File: src/rtl/ahb3lite_pkg.sv
// Shared AHB3-Lite types and constants for the memory slave.
package ahb3lite_pkg;

    localparam int unsigned DATA_W = 32;
    localparam int unsigned ADDR_W = 32;
    localparam int unsigned WCNT_W = 4;

    typedef enum logic [1:0] {
        IDLE   = 2'b00,
        BUSY   = 2'b01,
        NONSEQ = 2'b10,
        SEQ    = 2'b11
    } HTRANS_state;

    typedef enum logic [2:0] {
        SINGLE = 3'b000,
        INCR   = 3'b001
    } HBURST_Type;

    typedef enum logic {
        OKAY  = 1'b0,
        ERROR = 1'b1
    } HRESP_state;

    localparam logic [2:0] WORD  = 3'b010;
    localparam logic       READ  = 1'b0;
    localparam logic       WRITE = 1'b1;

    typedef enum logic [2:0] {
        S_IDLE,
        S_WAIT,
        S_DATA,
        S_ERR1,
        S_ERR2
    } ahb_slave_state;

    function automatic logic is_active(HTRANS_state t);
        return (t == NONSEQ) || (t == SEQ);
    endfunction

endpackage

File: src/rtl/ahb3lite_mem_slave_if.sv
// AHB3-Lite bus bundle between one master and the memory slave.
interface ahb3lite_mem_slave_if;
    import ahb3lite_pkg::*;

    logic                HSEL;
    logic [ADDR_W-1:0]   HADDR;
    HTRANS_state         HTRANS;
    logic                HWRITE;
    logic [2:0]          HSIZE;
    HBURST_Type          HBURST;
    logic [DATA_W-1:0]   HWDATA;
    logic                HREADY;
    HRESP_state          HRESP;
    logic [DATA_W-1:0]   HRDATA;
    logic                HRDATA_En;

    modport master (
        output HSEL, HADDR, HTRANS, HWRITE, HSIZE, HBURST, HWDATA,
        input  HREADY, HRESP, HRDATA, HRDATA_En
    );

    modport slave (
        input  HSEL, HADDR, HTRANS, HWRITE, HSIZE, HBURST, HWDATA,
        output HREADY, HRESP, HRDATA, HRDATA_En
    );

endinterface

File: src/rtl/ahb3lite_sp_ram.sv
// Word memory: one synchronous write port, one asynchronous read port, no reset.
module ahb3lite_sp_ram
    import ahb3lite_pkg::*;
#(
    parameter int unsigned DEPTH_W = 6
) (
    input  logic               clk,
    input  logic               we,
    input  logic [DEPTH_W-1:0] waddr,
    input  logic [DATA_W-1:0]  wdata,
    input  logic [DEPTH_W-1:0] raddr,
    output logic [DATA_W-1:0]  rdata
);

    logic [DATA_W-1:0] mem [2**DEPTH_W];

    always_ff @(posedge clk) begin
        if (we) begin
            mem[waddr] <= wdata;
        end
    end

    assign rdata = mem[raddr];

endmodule

File: src/rtl/ahb3lite_mem_slave.sv
// AHB3-Lite word-addressed memory slave with programmable wait states and
// two-cycle ERROR response for illegal size or out-of-window addresses.
module ahb3lite_mem_slave
    import ahb3lite_pkg::*;
#(
    parameter int unsigned       DEPTH_W     = 6,
    parameter int unsigned       WAIT_STATES = 0,
    parameter logic [ADDR_W-1:0] BASE_ADDR   = 32'h0
) (
    input  logic                 HCLK,
    input  logic                 HRESET,
    ahb3lite_mem_slave_if.slave  bus
);

    ahb_slave_state       state;
    logic [DEPTH_W-1:0]   idx_q;
    logic                 write_q;
    logic [WCNT_W-1:0]    wait_cnt;

    logic [ADDR_W:0]      diff_c;
    logic [ADDR_W-1:0]    offset_c;
    logic                 illegal_c;
    logic                 accept_c;
    logic [DEPTH_W-1:0]   new_idx_c;
    logic [DEPTH_W-1:0]   rd_idx_c;
    logic                 ram_we_c;
    logic [DATA_W-1:0]    ram_rdata;
    logic [DATA_W-1:0]    rd_data_c;

    // Address decode; the extra diff bit is the borrow flagging HADDR below the window.
    always_comb begin
        diff_c    = {1'b0, bus.HADDR} - {1'b0, BASE_ADDR};
        offset_c  = diff_c[ADDR_W-1:0];
        illegal_c = (bus.HSIZE != WORD) || diff_c[ADDR_W] || ((offset_c >> DEPTH_W) != '0);
        accept_c  = bus.HSEL && is_active(bus.HTRANS) && bus.HREADY &&
                    ((state == S_IDLE) || (state == S_DATA));
        new_idx_c = offset_c[DEPTH_W-1:0];
        rd_idx_c  = (state == S_WAIT) ? idx_q : new_idx_c;
        ram_we_c  = (state == S_DATA) && (write_q == WRITE) && !HRESET;
        // A pipelined read of the word being written this edge sees the new data.
        rd_data_c = (ram_we_c && (idx_q == rd_idx_c)) ? bus.HWDATA : ram_rdata;
    end

    ahb3lite_sp_ram #(
        .DEPTH_W (DEPTH_W)
    ) u_ram (
        .clk   (HCLK),
        .we    (ram_we_c),
        .waddr (idx_q),
        .wdata (bus.HWDATA),
        .raddr (rd_idx_c),
        .rdata (ram_rdata)
    );

    always_ff @(posedge HCLK) begin
        if (HRESET) begin
            state         <= S_IDLE;
            idx_q         <= '0;
            write_q       <= READ;
            wait_cnt      <= '0;
            bus.HREADY    <= 1'b1;
            bus.HRESP     <= OKAY;
            bus.HRDATA    <= '0;
            bus.HRDATA_En <= 1'b0;
        end else begin
            bus.HRDATA_En <= 1'b0;
            case (state)
                S_IDLE, S_DATA: begin
                    if (accept_c) begin
                        idx_q   <= new_idx_c;
                        write_q <= bus.HWRITE;
                        if (illegal_c) begin
                            state      <= S_ERR1;
                            bus.HREADY <= 1'b0;
                            bus.HRESP  <= ERROR;
                        end else if (WAIT_STATES != 0) begin
                            state      <= S_WAIT;
                            wait_cnt   <= WCNT_W'(WAIT_STATES - 1);
                            bus.HREADY <= 1'b0;
                            bus.HRESP  <= OKAY;
                        end else begin
                            state      <= S_DATA;
                            bus.HREADY <= 1'b1;
                            bus.HRESP  <= OKAY;
                            if (bus.HWRITE == READ) begin
                                bus.HRDATA    <= rd_data_c;
                                bus.HRDATA_En <= 1'b1;
                            end
                        end
                    end else begin
                        state      <= S_IDLE;
                        bus.HREADY <= 1'b1;
                        bus.HRESP  <= OKAY;
                    end
                end
                S_WAIT: begin
                    if (wait_cnt == '0) begin
                        state      <= S_DATA;
                        bus.HREADY <= 1'b1;
                        if (write_q == READ) begin
                            bus.HRDATA    <= rd_data_c;
                            bus.HRDATA_En <= 1'b1;
                        end
                    end else begin
                        wait_cnt <= wait_cnt - WCNT_W'(1);
                    end
                end
                S_ERR1: begin
                    state      <= S_ERR2;
                    bus.HREADY <= 1'b1;
                end
                S_ERR2: begin
                    state     <= S_IDLE;
                    bus.HRESP <= OKAY;
                end
                default: begin
                    state      <= S_IDLE;
                    bus.HREADY <= 1'b1;
                    bus.HRESP  <= OKAY;
                end
            endcase
        end
    end

endmodule
File: src/flat_wrapper.sv
// flat-port wrapper written by rule: the top's interface ports become plain ports
module ahb3lite_mem_slave_flat import ahb3lite_pkg::*;
#(
    parameter int unsigned       DEPTH_W     = 6,
    parameter int unsigned       WAIT_STATES = 0,
    parameter logic [ADDR_W-1:0] BASE_ADDR   = 32'h0
)
  (HCLK, HRESET, bus_HSEL, bus_HADDR, bus_HTRANS, bus_HWRITE, bus_HSIZE, bus_HBURST, bus_HWDATA, bus_HREADY, bus_HRESP, bus_HRDATA, bus_HRDATA_En);
  ahb3lite_mem_slave_if bus_i ();
  input  logic HCLK;
  input  logic HRESET;
  input wire logic [$bits(bus_i.HSEL)-1:0] bus_HSEL;
  input wire logic [$bits(bus_i.HADDR)-1:0] bus_HADDR;
  input wire logic [$bits(bus_i.HTRANS)-1:0] bus_HTRANS;
  input wire logic [$bits(bus_i.HWRITE)-1:0] bus_HWRITE;
  input wire logic [$bits(bus_i.HSIZE)-1:0] bus_HSIZE;
  input wire logic [$bits(bus_i.HBURST)-1:0] bus_HBURST;
  input wire logic [$bits(bus_i.HWDATA)-1:0] bus_HWDATA;
  output wire logic [$bits(bus_i.HREADY)-1:0] bus_HREADY;
  output wire logic [$bits(bus_i.HRESP)-1:0] bus_HRESP;
  output wire logic [$bits(bus_i.HRDATA)-1:0] bus_HRDATA;
  output wire logic [$bits(bus_i.HRDATA_En)-1:0] bus_HRDATA_En;
  assign bus_i.HSEL = bus_HSEL;
  assign bus_i.HADDR = bus_HADDR;
  assign bus_i.HTRANS = bus_HTRANS;
  assign bus_i.HWRITE = bus_HWRITE;
  assign bus_i.HSIZE = bus_HSIZE;
  assign bus_i.HBURST = bus_HBURST;
  assign bus_i.HWDATA = bus_HWDATA;
  assign bus_HREADY = bus_i.HREADY;
  assign bus_HRESP = bus_i.HRESP;
  assign bus_HRDATA = bus_i.HRDATA;
  assign bus_HRDATA_En = bus_i.HRDATA_En;
  ahb3lite_mem_slave #(.DEPTH_W(DEPTH_W), .WAIT_STATES(WAIT_STATES), .BASE_ADDR(BASE_ADDR)) u_core (.HCLK(HCLK), .HRESET(HRESET), .bus(bus_i));
endmodule
File: config.mk
export PLATFORM = sky130hd
export DESIGN_NAME = ahb3lite_mem_slave_flat
export DESIGN_NICKNAME = d
export VERILOG_FILES = /design/src/rtl/ahb3lite_pkg.sv /design/src/rtl/ahb3lite_mem_slave_if.sv /design/src/rtl/ahb3lite_sp_ram.sv /design/src/rtl/ahb3lite_mem_slave.sv /design/src/flat_wrapper.sv
export SDC_FILE = /design/constraint.sdc
export NUM_CORES = 2
export LEC_CHECK = 0
export CORE_UTILIZATION = 60
export CTS_CLUSTER_SIZE = 14
export DETAILED_ROUTE_END_ITERATION = 7
export PLACE_DENSITY = 0.75
export SYNTH_ARGS = -nofsm -noshare
export SYNTH_HDL_FRONTEND = slang
export SYNTH_SLANG_ARGS = --single-unit
export TNS_END_PERCENT = 20
File: constraint.sdc
create_clock -name HCLK -period 5.46 [get_ports HCLK]
set_input_delay 0.819 -clock HCLK [delete_from_list [all_inputs] [get_ports HCLK]]
set_output_delay 0.819 -clock HCLK [all_outputs]
set_load 0.02 [all_outputs]
==> results <==
- The flow ran to the end, but the final reports show violations.
- The checks that failed: design-rule violations.
- The total number of H-tree levels is 4.
- Setup repair after global routing left no endpoint under its margin.
- The number of clock sinks seen by CTS is around 2100.
- The number of buffers added on ports is 106.
- The total number of nets in the final design is 6300.
- By count the netlist is led by sky130_fd_sc_hd__edfxtp_1 (2048), sky130_fd_sc_hd__nand2_1 (1545), sky130_fd_sc_hd__nand3_1 (633).
- The average vias per placed instance is 6.70.
- Once layout is complete, the utilization of the core stands at 0.685.
- The average instance in the mapped netlist occupies 13.6 µm².
- The share of synthesized area in the top cell type comes to 0.745.
- The type of destination of the critical path is a register.
- The HPWL reported at the end of detailed placement is 137 mm.
- The clock insertion delay at the later pin of the skew report is 850 ps.
- Synthesis produced a netlist with a net count of 6168.
- The total of warnings raised by yosys is 0.
- The number of different library cells in the post-synthesis netlist is 68.
- Of the total power, the clock network draws 0.406.
- The growth of design area from synthesis to finish is 12.8%.
- The startpoint identified for the worst register-to-register timing path is u_core.state[2].
- The number of endpoints with negative hold slack in the final report is 0.
- The number of pins exceeding their max-slew limit in the final report came to 0.
- The number of enable flip-flop cells after synthesis is 2048.
- The worst hold slack across all endpoints is 458 ps.
- After clock tree synthesis, the repair step resized 0 gates.
- For this run, design rule violations remaining after detail routing come to 1.
- The highest achievable clock rate is approximately 220 MHz.
- The number of global-route vias before repair was around 50000.
- The number of antenna violations at the first check in global routing is 11.
- The classification of the worst setup path is register to register.
- The routability congestion estimate from global placement is about 0.87.
- Setup slack on the worst reg-to-reg path comes out at between 900 and 1000 ps.
- The fraction of registers with async set or reset after synthesis is 0.
- The number of max-cap violations is 0.
- Of the cells placed in the final design, the portion with a size suffix greater than 1 is 0.103.
- The floorplan step set the die height to 373 µm.
- Of the available clock period, the critical path in the final layout requires 0.832.
- The total instance count after detailed placement is 7804.
- At the worst endpoint, the arrival time is approximately 5200 ps.
- The final cell count without fillers is 8181.
- The root buffer cell chosen for the clock tree is sky130_fd_sc_hd__clkbuf_16.
- The fraction of power consumed by combinational cells is 0.066.
- The total core area is 136000 µm².
- The type of the worst min-delay path is register to register.
- The cell area power density is 359 nW/µm².
- After detailed routing, the average wire length per cell comes to 29.2 µm.
- The fraction of power spent switching nets is 0.224.
- The leading register cell type out of synthesis is sky130_fd_sc_hd__edfxtp_1.
- The cell-internal power is 26.0 mW.
- Clock-pin slew was measured on the worst setup and hold paths at 60 ps.
- The number of CTS-inserted buffers is 198.
- In this run the post-CTS setup repair buffer count came out at 0.
- The transition time at the pin with the least slew margin is ~1400 ps.
- Setup violations remaining at the end of the flow were counted as 0.
- The number of cell rows is roughly 140.
- The launch instance of the worst min-delay path is u_core.bus.HRDATA[7].
- The initial utilization of the core area, before any placement, comes to 0.607.
- The total I/O pin count is 111.
- In this run the worst path has a maximum fanout of 38.
- The clock tree from TritonCTS is built.
- The all-layer global routing usage is 0.339.
- The switching power total is around 7.5 mW.
- The area of the die is 139000 µm².
- No sink is reached through more buffers than the 3 on the longest clock path.
- The cell type with the largest total area after synthesis is sky130_fd_sc_hd__edfxtp_1.
- The maximum ir drop on the vdd rail is 0.377 mV.
- Summing every instance area after synthesis gives a little over 80000 µm².
- Measured along the x axis, the die boundary spans around 370 µm.
- In this run, synthesis produced a sequential element count of 2097.
- The sum of negative setup slack is 0 ps.
- Hold repair after CTS inserted 0 buffers.
- The kind of launch point of the worst setup path is a register.
- The most common cell in the synthesized netlist is sky130_fd_sc_hd__edfxtp_1.
- Before antenna repair, the detailed router went through 8 iterations.
- The share of total power dissipated in sequential elements is 0.528.
- The remaining antenna violation count is 0.
- The relative slew slack is 0.0780.
- The global-route wire length before repair is 343 mm.
- In the post-synthesis netlist, the biggest area contributors are sky130_fd_sc_hd__edfxtp_1 (74%), sky130_fd_sc_hd__nand2_1 (7.0%), sky130_fd_sc_hd__nand3_1 (3.8%), sky130_fd_sc_hd__mux2i_1 (1.4%), sky130_fd_sc_hd__a21oi_1 (1.4%).
- The routed design has around 240 mm of wire.
- The leakage power summed over all cells is approximately 31 nW.
- In this run the worst setup path begins at u_core.state[2].
- The gate count after technology mapping is 6091.
- The data required time of the critical path is 6150 ps.
- Across all layers, the routed design uses about 55000 vias.
- After global routing the overflow that remains totals 0.
- The starting DRC count in detailed routing is 9466.
- Entering global routing, the biggest net connects between 100 and 150 pins.
- The final setup skew is roughly 35 ps.
- For the finished layout, the period the worst path requires is 4540 ps.
- The sequential cell area fraction in the yosys report is 0.757.
## final timing paths
path | end | cells past startpoint
worst max register to register | u_core.bus.HRDATA[30] | 9
worst min register to register | u_core.bus.HRDATA[7] | 2
worst max-delay path | u_core.bus.HRDATA[30] | 9
worst min-delay path | u_core.bus.HRDATA[7] | 2
## metal layers
layer,GRT usage,part of all wire,vias to the layer above
met1,0.477,0.36,26900
met5,0,0.00022,-
met4,0.132,0.039,8
met2,0.512,0.45,4202
li1,-,-,23100
met3,0.0861,0.14,650
## power groups by stage
stage	registers (mW)	logic, mW	clock network [mW]
finish	17.7	2.21	13.6
global route	17.7	2.32	14.2
CTS	17.7	2.14	13.6
detailed placement	18.0	2.13	0
global placement	18.0	2.08	0
floorplan	18.0	1.14	0
## critical path, stage by stage (launching register included)
cell                       delay (ps)
sky130_fd_sc_hd__dfxtp_1          610
sky130_fd_sc_hd__or3b_4           730
sky130_fd_sc_hd__nand2_1          430
sky130_fd_sc_hd__buf_4            420
sky130_fd_sc_hd__a221oi_1         330
sky130_fd_sc_hd__a31oi_1           80
sky130_fd_sc_hd__o21ai_1          680
sky130_fd_sc_hd__nand4_1          500
sky130_fd_sc_hd__nor3_1           430
sky130_fd_sc_hd__o31ai_1          120
## through the flow
stage | instance area, µm² | setup slack [ps] | total power [mW]
4_1_cts | 93100 | 1210 | 33.4
2_1_floorplan | 82600 | 1750 | 19.2
5_1_grt | 93100 | 890 | 34.2
6_report | 93200 | 918 | 33.5
3_5_place_dp | 86700 | 796 | 20.2
3_3_place_gp | 86700 | 847 | 20.1
## final cells by class
class / count / area (µm²)
Antenna cell: 4 / 10.0
Clock buffer: 262 / 5390
Clock inverter: 111 / 1000
Fill cell: 8763 / 42800
Inverter: 8 / 30.0
Multi-Input combinational cell: 3582 / 18900
Sequential cell: 2097 / 62500
Tap cell: 1781 / 2230
Timing Repair Buffer: 336 / 3090
## sequential cells by signal (all words and copies together) (netlist names)
register	cells
u_core.bus.HRESP	1
u_core.bus.HRDATA	32
u_core.state	3
u_core.write_q	1
u_core.u_ram.mem	2048
u_core.bus.HREADY	1
u_core.wait_cnt	4
u_core.idx_q	6
u_core.bus.HRDATA_En	1
## cell usage in the layout (no fill, tap or decap), types with 23 or more instances in the layout
| cell type | n |
|---|---|
| sky130_fd_sc_hd__a32oi_1 | 33 |
| sky130_fd_sc_hd__edfxtp_1 | 2048 |
| sky130_fd_sc_hd__a31oi_1 | 102 |
| sky130_fd_sc_hd__nor2b_1 | 71 |
| sky130_fd_sc_hd__nor2_4 | 68 |
| sky130_fd_sc_hd__clkinv_1 | 50 |
| sky130_fd_sc_hd__clkinv_2 | 31 |
| sky130_fd_sc_hd__clkdlybuf4s50_1 | 73 |
| sky130_fd_sc_hd__nand4_1 | 85 |
| sky130_fd_sc_hd__a211oi_1 | 31 |
| sky130_fd_sc_hd__o21ai_0 | 50 |
| sky130_fd_sc_hd__buf_12 | 37 |
| sky130_fd_sc_hd__o31ai_1 | 36 |
| sky130_fd_sc_hd__mux2i_1 | 114 |
| sky130_fd_sc_hd__nand3_1 | 633 |
| sky130_fd_sc_hd__buf_2 | 33 |
| sky130_fd_sc_hd__clkbuf_16 | 201 |
| sky130_fd_sc_hd__a21oi_1 | 233 |
| sky130_fd_sc_hd__buf_4 | 193 |
| sky130_fd_sc_hd__nor2_1 | 137 |
| sky130_fd_sc_hd__clkbuf_1 | 48 |
| sky130_fd_sc_hd__a311oi_1 | 43 |
| sky130_fd_sc_hd__o22ai_1 | 71 |
| sky130_fd_sc_hd__o211ai_1 | 23 |
| sky130_fd_sc_hd__nor4_1 | 28 |
| sky130_fd_sc_hd__nand2_1 | 1542 |
| sky130_fd_sc_hd__a221oi_1 | 56 |
| sky130_fd_sc_hd__dfxtp_1 | 48 |
## kinds of logic after synthesis
logic type / count (synthesis) / synth area share
simple gates: 2664 / 0.140
buf+inv: 412 / 0.0222
fa+ha+maj: 1 / 0.000151
flops: 2097 / 0.757
compound gates: 776 / 0.0625
xor+xnor: 2 / 0.000212
mux: 139 / 0.0183
Note: power is estimated with default switching activity, not from simulation.
